File: config.mk
export PLATFORM = sky130hd
export DESIGN_NAME = mul_share_arbiter
export DESIGN_NICKNAME = d
export VERILOG_FILES = /design/src/rtl/mul_share_arbiter.sv
export SDC_FILE = /design/constraint.sdc
export NUM_CORES = 1
export LEC_CHECK = 0
export ABC_AREA = 1
export CAP_MARGIN = 20
export CORE_AREA = 4 4 107 109
export DETAILED_ROUTE_END_ITERATION = 10
export DIE_AREA = 0 0 111 113
export HOLD_SLACK_MARGIN = 0.12
export PLACE_DENSITY = 0.82
export SYNTH_ARGS = -nofsm -noshare
export SYNTH_HDL_FRONTEND = slang
export SYNTH_SLANG_ARGS = --single-unit
File: constraint.sdc
create_clock -name clk -period 2 [get_ports clk]
set_input_delay 0.4 -clock clk [delete_from_list [all_inputs] [get_ports clk]]
set_output_delay 0.4 -clock clk [all_outputs]
set_load 0.03 [all_outputs]
File: src/rtl/mul_share_arbiter.sv
// mul_share_arbiter: round-robin sharing of one pipelined multiplier among NUM_REQ requesters
module mul_share_arbiter #(
  parameter int NUM_REQ   = 4,
  parameter int WIDTH_A   = 16,
  parameter int WIDTH_B   = 16,
  parameter int WIDTH_MUL = WIDTH_A + WIDTH_B,
  parameter int LATENCY   = 2,
  localparam int ID_W     = ($clog2(NUM_REQ) > 1) ? $clog2(NUM_REQ) : 1,
  localparam int CNT_W    = $clog2(LATENCY + 2)
) (
  input  logic                         clk,
  input  logic                         rst,
  input  logic [NUM_REQ-1:0]           req_valid,
  output logic [NUM_REQ-1:0]           req_ready,
  input  logic [NUM_REQ*WIDTH_A-1:0]   req_a,
  input  logic [NUM_REQ*WIDTH_B-1:0]   req_b,
  output logic                         resp_valid,
  input  logic                         resp_ready,
  output logic [ID_W-1:0]              resp_id,
  output logic [WIDTH_MUL-1:0]         resp_data,
  output logic                         mul_pip_en,
  output logic [WIDTH_A-1:0]           mul_a,
  output logic [WIDTH_B-1:0]           mul_b,
  input  logic [WIDTH_MUL-1:0]         mul_out,
  output logic [CNT_W-1:0]             inflight,
  output logic                         busy
);

  logic [ID_W-1:0] ptr;
  logic [ID_W-1:0] gnt;
  logic            accept;
  logic            head_v;
  logic [ID_W-1:0] head_id;

  function automatic logic [ID_W-1:0] wrap(input int v);
    return ID_W'(v % NUM_REQ);
  endfunction

  // a stalled result register freezes the whole pipe so nothing is dropped
  assign mul_pip_en = !resp_valid || resp_ready;
  assign accept     = mul_pip_en && |req_valid;
  assign req_ready  = accept ? (NUM_REQ'(1) << gnt) : '0;
  assign mul_a      = accept ? req_a[int'(gnt)*WIDTH_A +: WIDTH_A] : '0;
  assign mul_b      = accept ? req_b[int'(gnt)*WIDTH_B +: WIDTH_B] : '0;
  assign busy       = |inflight;

  // scan from ptr upward with wrap; descending loop lets the nearest valid win
  always_comb begin
    gnt = ptr;
    for (int k = NUM_REQ - 1; k >= 0; k--)
      if (req_valid[wrap(int'(ptr) + k)]) gnt = wrap(int'(ptr) + k);
  end

  // priority pointer moves just past the requester that was served
  always_ff @(posedge clk)
    if (rst) ptr <= '0;
    else if (accept) ptr <= wrap(int'(gnt) + 1);

  if (LATENCY == 0) begin : g_comb
    assign head_v  = accept;
    assign head_id = gnt;
  end else begin : g_pipe
    logic [LATENCY-1:0] tv;
    logic [ID_W-1:0]    tid [LATENCY];
    assign head_v  = tv[LATENCY-1];
    assign head_id = tid[LATENCY-1];
    // requester tags travel in lockstep with the multiplier stages
    always_ff @(posedge clk)
      if (rst) begin
        tv <= '0;
        for (int i = 0; i < LATENCY; i++) tid[i] <= '0;
      end else if (mul_pip_en) begin
        tv[0]  <= accept;
        tid[0] <= gnt;
        for (int i = 1; i < LATENCY; i++) begin
          tv[i]  <= tv[i-1];
          tid[i] <= tid[i-1];
        end
      end
  end

  // capture a tagged product, or empty the register once its result is taken
  always_ff @(posedge clk)
    if (rst) begin
      resp_valid <= 1'b0;
      resp_id    <= '0;
      resp_data  <= '0;
    end else if (mul_pip_en && (head_v || resp_valid)) begin
      resp_valid <= head_v;
      resp_id    <= head_id;
      resp_data  <= mul_out;
    end

  // products owned by the block: tag pipe plus result register
  always_ff @(posedge clk)
    if (rst) inflight <= '0;
    else inflight <= inflight + CNT_W'(accept) - CNT_W'(resp_valid && resp_ready);

endmodule

[Word-level counts from Yosys, hierarchy flattened]
Memory sizes are Yosys's and may differ from the RTL's. A register that Yosys moved wholly into a read port is not among the register bits.
Index checks and enable logic that the tools add are counted.
W data, S select, Z words.
Operators by class
  add/subtract/negate cells: 6
  magnitude comparators: 4
  shift operators: 3
  muxes and demuxes: 22
  bitwise logic cells: 2
  reduce and logical (&&, ||, !) cells: 8
Operator list (count)
  $shiftx A64 B7 Y16: 2
  $mux W16: 2
  $lt A2 B3 Y1 const B: 4
  $mux W2: 6
  $mux W1: 9
  $bmux W1 S2: 4
  $add A2 B1 Y2 const B: 2
  $add A2 B2 Y2 const B: 2
  $mux W4: 1
  $reduce_or A4 Y1: 1
  $shl A1 B2 Y4 const A: 1
  $logic_and A1 B1 Y1: 3
  $add A2 B1 Y2: 1
  $logic_or A1 B1 Y1: 2
  $or A1 B1 Y1: 2
  $reduce_or A2 Y1: 1
  $sub A2 B1 Y2: 1
  $logic_not A1 Y1: 1
Word-level totals
  register bits after elaboration: 39
  RAM bits: 4
  bits of input ports: 167
  logic and storage cells: 51
  memories: 1
Memory list
  g_pipe.tid: words 2, bits a word 2, rd ports 2, clocked after Yosys merged registers in 1, write ports 2, line 64  | logic [ID_W-1:0] tid [LATENCY];

[Longest topological paths before layout]
  depth after elaboration: 9
  depth in mapped cells: 16

[Worst setup path before layout]
Ideal clock, no wire load.
  path type: reg2out
  start point: register ptr[0]
  end point: output port req_ready[2]
  arrival time: 1964 ps
  data required time: 1600 ps
  setup slack: -364 ps
  stages on the path, launching flop included: 16
  buffers on the path: 3
  cell sequence: dfxtp_1 -> buf_4 -> o21ai_1 -> nand2_1 -> nand2_1 -> inv_2 -> nand3_1 -> nand2_1 -> nand2_1 -> nand2_1 -> buf_4 -> buf_2 -> inv_1 -> ha_1 -> inv_1 -> nor2_1
Between the ends
  cells in the longest elaborated chain, start to end: 9
  elaborated cells on any way between the ends: 17
Ends and longest elaborated chain
  start: declaration: line 29  | logic [ID_W-1:0] ptr;
  start signal: assignment: line 57  | else if (accept) ptr <= wrap(int'(gnt) + 1);
  $add A2 B2 Y2: line 51  | if (req_valid[wrap(int'(ptr) + k)]) gnt = wrap(int'(ptr) + k);
  $bmux W1 S2: line 51
  $mux W1 (implied by the code): line 51
  $mux W2 (3 in a row): line 51
  $mux W2 (*): line 51
  named net gnt[1]: line 30  | logic [ID_W-1:0] gnt;
  $shl A1 B2 Y4 (*): line 42  | assign req_ready = accept ? (NUM_REQ'(1) << gnt) : '0;
  $mux W4 (*): line 42
  end: declaration: line 14  | output logic [NUM_REQ-1:0] req_ready,
The timed path passes the listed nets; every way through them passes the cells marked *. The select of a mux whose other input is x is not followed.

[Worst setup path after layout]
  start point: register ptr[0]
  end point: output port mul_b[15]
Between the ends
  cells in the longest elaborated chain, start to end: 9
  elaborated cells on any way between the ends: 17
Ends and longest elaborated chain
  $add A2 B2 Y2: line 51
  $bmux W1 S2: line 51
  $mux W1 (implied by the code): line 51
  $mux W2 (3 in a row): line 51
  $mux W2 (*): line 51
  $shiftx A64 B7 Y16 (*): line 44  | assign mul_b = accept ? req_b[int'(gnt)*WIDTH_B +: WIDTH_B] : '0;
  $mux W16 (*): line 44
  end: declaration: line 23  | output logic [WIDTH_B-1:0] mul_b,
Every way passes the cells marked *; elsewhere a longest branch is shown, timed or not. The select of a mux whose other input is x is not followed.

==> impl_metrics.yaml <==
power_and_ir_drop:
  power.leakage_nw: 3.31
  power_w: 0.0163
  powerDensity_nw_per_um2: 2210
  ir_drop_uv: 2650
clock_network:
  clock-root-buffer: "clkbuf_8"
  cts_tree: "done"
  clock_latency_ns: 0.28
  cts.sinks: 45
  clock_path_buffers: 2
  htreeDepth: 2
  clkTransAtPathRegs_ns: 0.08
  cts_hold_buf: 0
  cts_made_buffers: 5
worst_setup_path:
  critPathLaunchType: "flip-flop"
  crit_slowest_cell: "dfxtp_4"
  arrival_ns: 2.31
  slowest_delay_ns: 0.40
  path_buf_inv: 3
  critPathKind: "reg2out"
  crit_fanout: 6
  critPathCaptureType: "primary output"
  critPathTopFamily: "simple AND/OR/NAND/NOR gates"
  crit_chain: "buf_6 > nand2_2 > nand2_2 > nand2_1 > nand2_1 > nand2_2 > nand2_4 > nand3_4 > nand2_4 > clkbuf_16 > nand2_1 > nand3_1 > nand2_1 > nor2_4 > buf_6"
  required_ns: 1.60
  cp_common_cell: "nand2_1"
timing:
  fin_crit_sh: 1.36
  final.min_clock_period_ns: 2.71
  rsz0062_at_grt: "true"
  worstMarginPinSlew_ns: 0.354
  finClkSkew_ns: 0.00627
  finalSetupViolations: 37
  slew_headroom: 0.764
  slew_viol_final: 0
  hold_viol_final: 0
  fin_setup_tns_ns: -23.21
  max_freq_mhz: 369
  fin_ws_ns: -0.710
global_routing:
  grt.met2_usage: 0.411
  gr-max-usage-layer: "met2"
  grt_max_degree: 38
  track_usage: 0.222
  grt_overflow: 0
  grt_first_pass_wirelength_mm: 23.1
  grt_use_met3: 0.0775
  antenna_found_initial: 2
  grt_pass1_vias: 4657
  use_met1: 0.238
synthesis:
  syn_nets: 749
  synth.avg_cell_area_sq_um: 5.74
  netlist_area_sq_um: 3310
  yosys_warnings: 0
  syn_inst: 576
  yosys.cell_types.count: 23
  synth-simple-area-share: 0.509
  ys_seq_area_frac: 0.285
  synthMuxAreaShare: 0
  synth_compound_area_frac: 0.0704
  ys_seq_elements: 45
  synthAdderAreaFrac: 0.0227
  synth_top_family_by_area: "simple AND/OR/NAND/NOR gates"
  synth-xor-area-share: 0.00265
placement:
  dpl_cell_area_sq_um: 6160
  dp_hpwl_mm: 10.3
  dpl_worst_slack_ns: -0.811
  port_buffers: 241
  gp_congestion: 0.880
die:
  pin_count: 242
  core-area_sq_um: 10600
  rows: 38
  design.die.area_sq_um: 12500
  die_h_microns: 113
  start_util: 0.312
  die_x_microns: 111
routing:
  routed_via_density: 5.15
  dr.pass1.iters: 5
  ant_nets: 0
  dr.first_iter.drc_count: 371
  vias: 5022
  drcViolationCount: 0
  drt_wl_total_mm: 17.1
  detail_route.wl_per_cell_microns: 17.5
final_layout:
  syn2layout_area_growth_pct: 123
  final_area_sq_um: 7370
  drive_gt1_frac: 0.323
  fin_nets: 1006
status:
  violations: "negative setup slack"
  status: "finished, violations left"
flow_run:
  maxCapViolations: 0
worst_hold_path:
  hold_path.class: "reg2reg"
## metal layers
metal | vias to the layer above | wire length (microns)
met5 | - | 0
met4 | 0 | 722
met3 | 57 | 1570
met2 | 287 | 8700
met1 | 2324 | 6070
li1 | 2354 | -
## final cells by class
type	instances	area (sq um)
antenna	2	5.00
multi-input combinational	463	2780
inverter	27	114
sequential	45	948
tap	140	175
clock inverter	2	35.0
timing repair buffer	291	3240
fill	767	3230
clock buffer	5	68.8
## cell usage after synthesis
| cell | count | area, sq um |
|---|---|---|
| inv_2 | 3 | 11.3 |
| o21ai_1 | 2 | 10.0 |
| dfxtp_1 | 41 | 821 |
| edfxtp_1 | 4 | 120 |
| ha_1 | 6 | 75.1 |
| buf_1 | 1 | 3.75 |
| a21oi_1 | 3 | 15.0 |
| clkinv_1 | 1 | 3.75 |
| nand2_2 | 3 | 18.8 |
| buf_2 | 12 | 60.1 |
| buf_6 | 11 | 124 |
| nand3_1 | 102 | 510 |
| nand3_2 | 1 | 10.0 |
| nor4_1 | 1 | 6.26 |
| o21ai_0 | 39 | 195 |
| or2_2 | 1 | 6.26 |
| nor2_1 | 143 | 537 |
| nand2_1 | 158 | 593 |
| clkbuf_1 | 15 | 56.3 |
| inv_1 | 23 | 86.3 |
| buf_4 | 3 | 22.5 |
| o22ai_1 | 2 | 12.5 |
| xor2_1 | 1 | 8.76 |
## tightest hold or removal path, stage by stage, from the launching register on
cell,delay (ns)
dfxtp_1,0.31
inv_1,0.06
o22ai_1,0.07
## final timing paths
check | cells past startpoint | slack [ns] | endpoint | start
max reg2reg | 13 | -0.01 | ptr[1] | ptr[0]
min | 2 | 0.49 | g_pipe.tv[1] | g_pipe.tv[0]
min reg2reg | 2 | 0.49 | g_pipe.tv[1] | g_pipe.tv[0]
max | 15 | -0.71 | mul_b[15] | ptr[0]
## flip-flops by register name, summed over array words and instances (netlist names)
register and cells:
g_pipe.tv 2, resp_data 32, inflight 2, resp_id 2, ptr 2, g_pipe.tid 4
resp_valid 1
## report_power, final
group	switching (W)	leakage (nW)	internal, W
registers	0.0000902	0.387	0.00106
clock network	0.000283	0.0540	0.000363
logic	0.00817	2.87	0.00634
total	0.00855	3.31	0.00776
## cells in the final DEF, fill, tap and decap left out, types with 30 or more instances in the layout
| cell | count |
|---|---|
| nand3_1 | 74 |
| nor2_4 | 39 |
| nand2_1 | 108 |
| buf_6 | 38 |
| nor2_2 | 30 |
| dfxtp_1 | 39 |
| o21ai_0 | 36 |
| nand2_2 | 45 |
| clkdlybuf4s50_1 | 200 |
| nor2_1 | 74 |
## cells by family after synthesis
logic type / count (synthesis)
simple gates: 409
compound gates: 46
xor+xnor: 1
flops: 45
fa+ha+maj: 6
buf+inv: 69
## stage by stage
stage          hold slack [ns]  std cells   util
3_5_place_dp             0.472        943  0.581
6_report                 0.491        975  0.695
2_1_floorplan            0.447        576      -
4_1_cts                  0.484        964  0.646
5_1_grt                  0.541        975  0.695
3_3_place_gp             0.454        943  0.581
## what timing repair did
action	4_1_cts	5_1_grt
endpoints found under the setup margin	38	38
buffers inserted	6	1
pin swaps	11	24
gates cloned	8	9
resized for setup	113	89
Note: power is estimated with default switching activity, not from simulation.
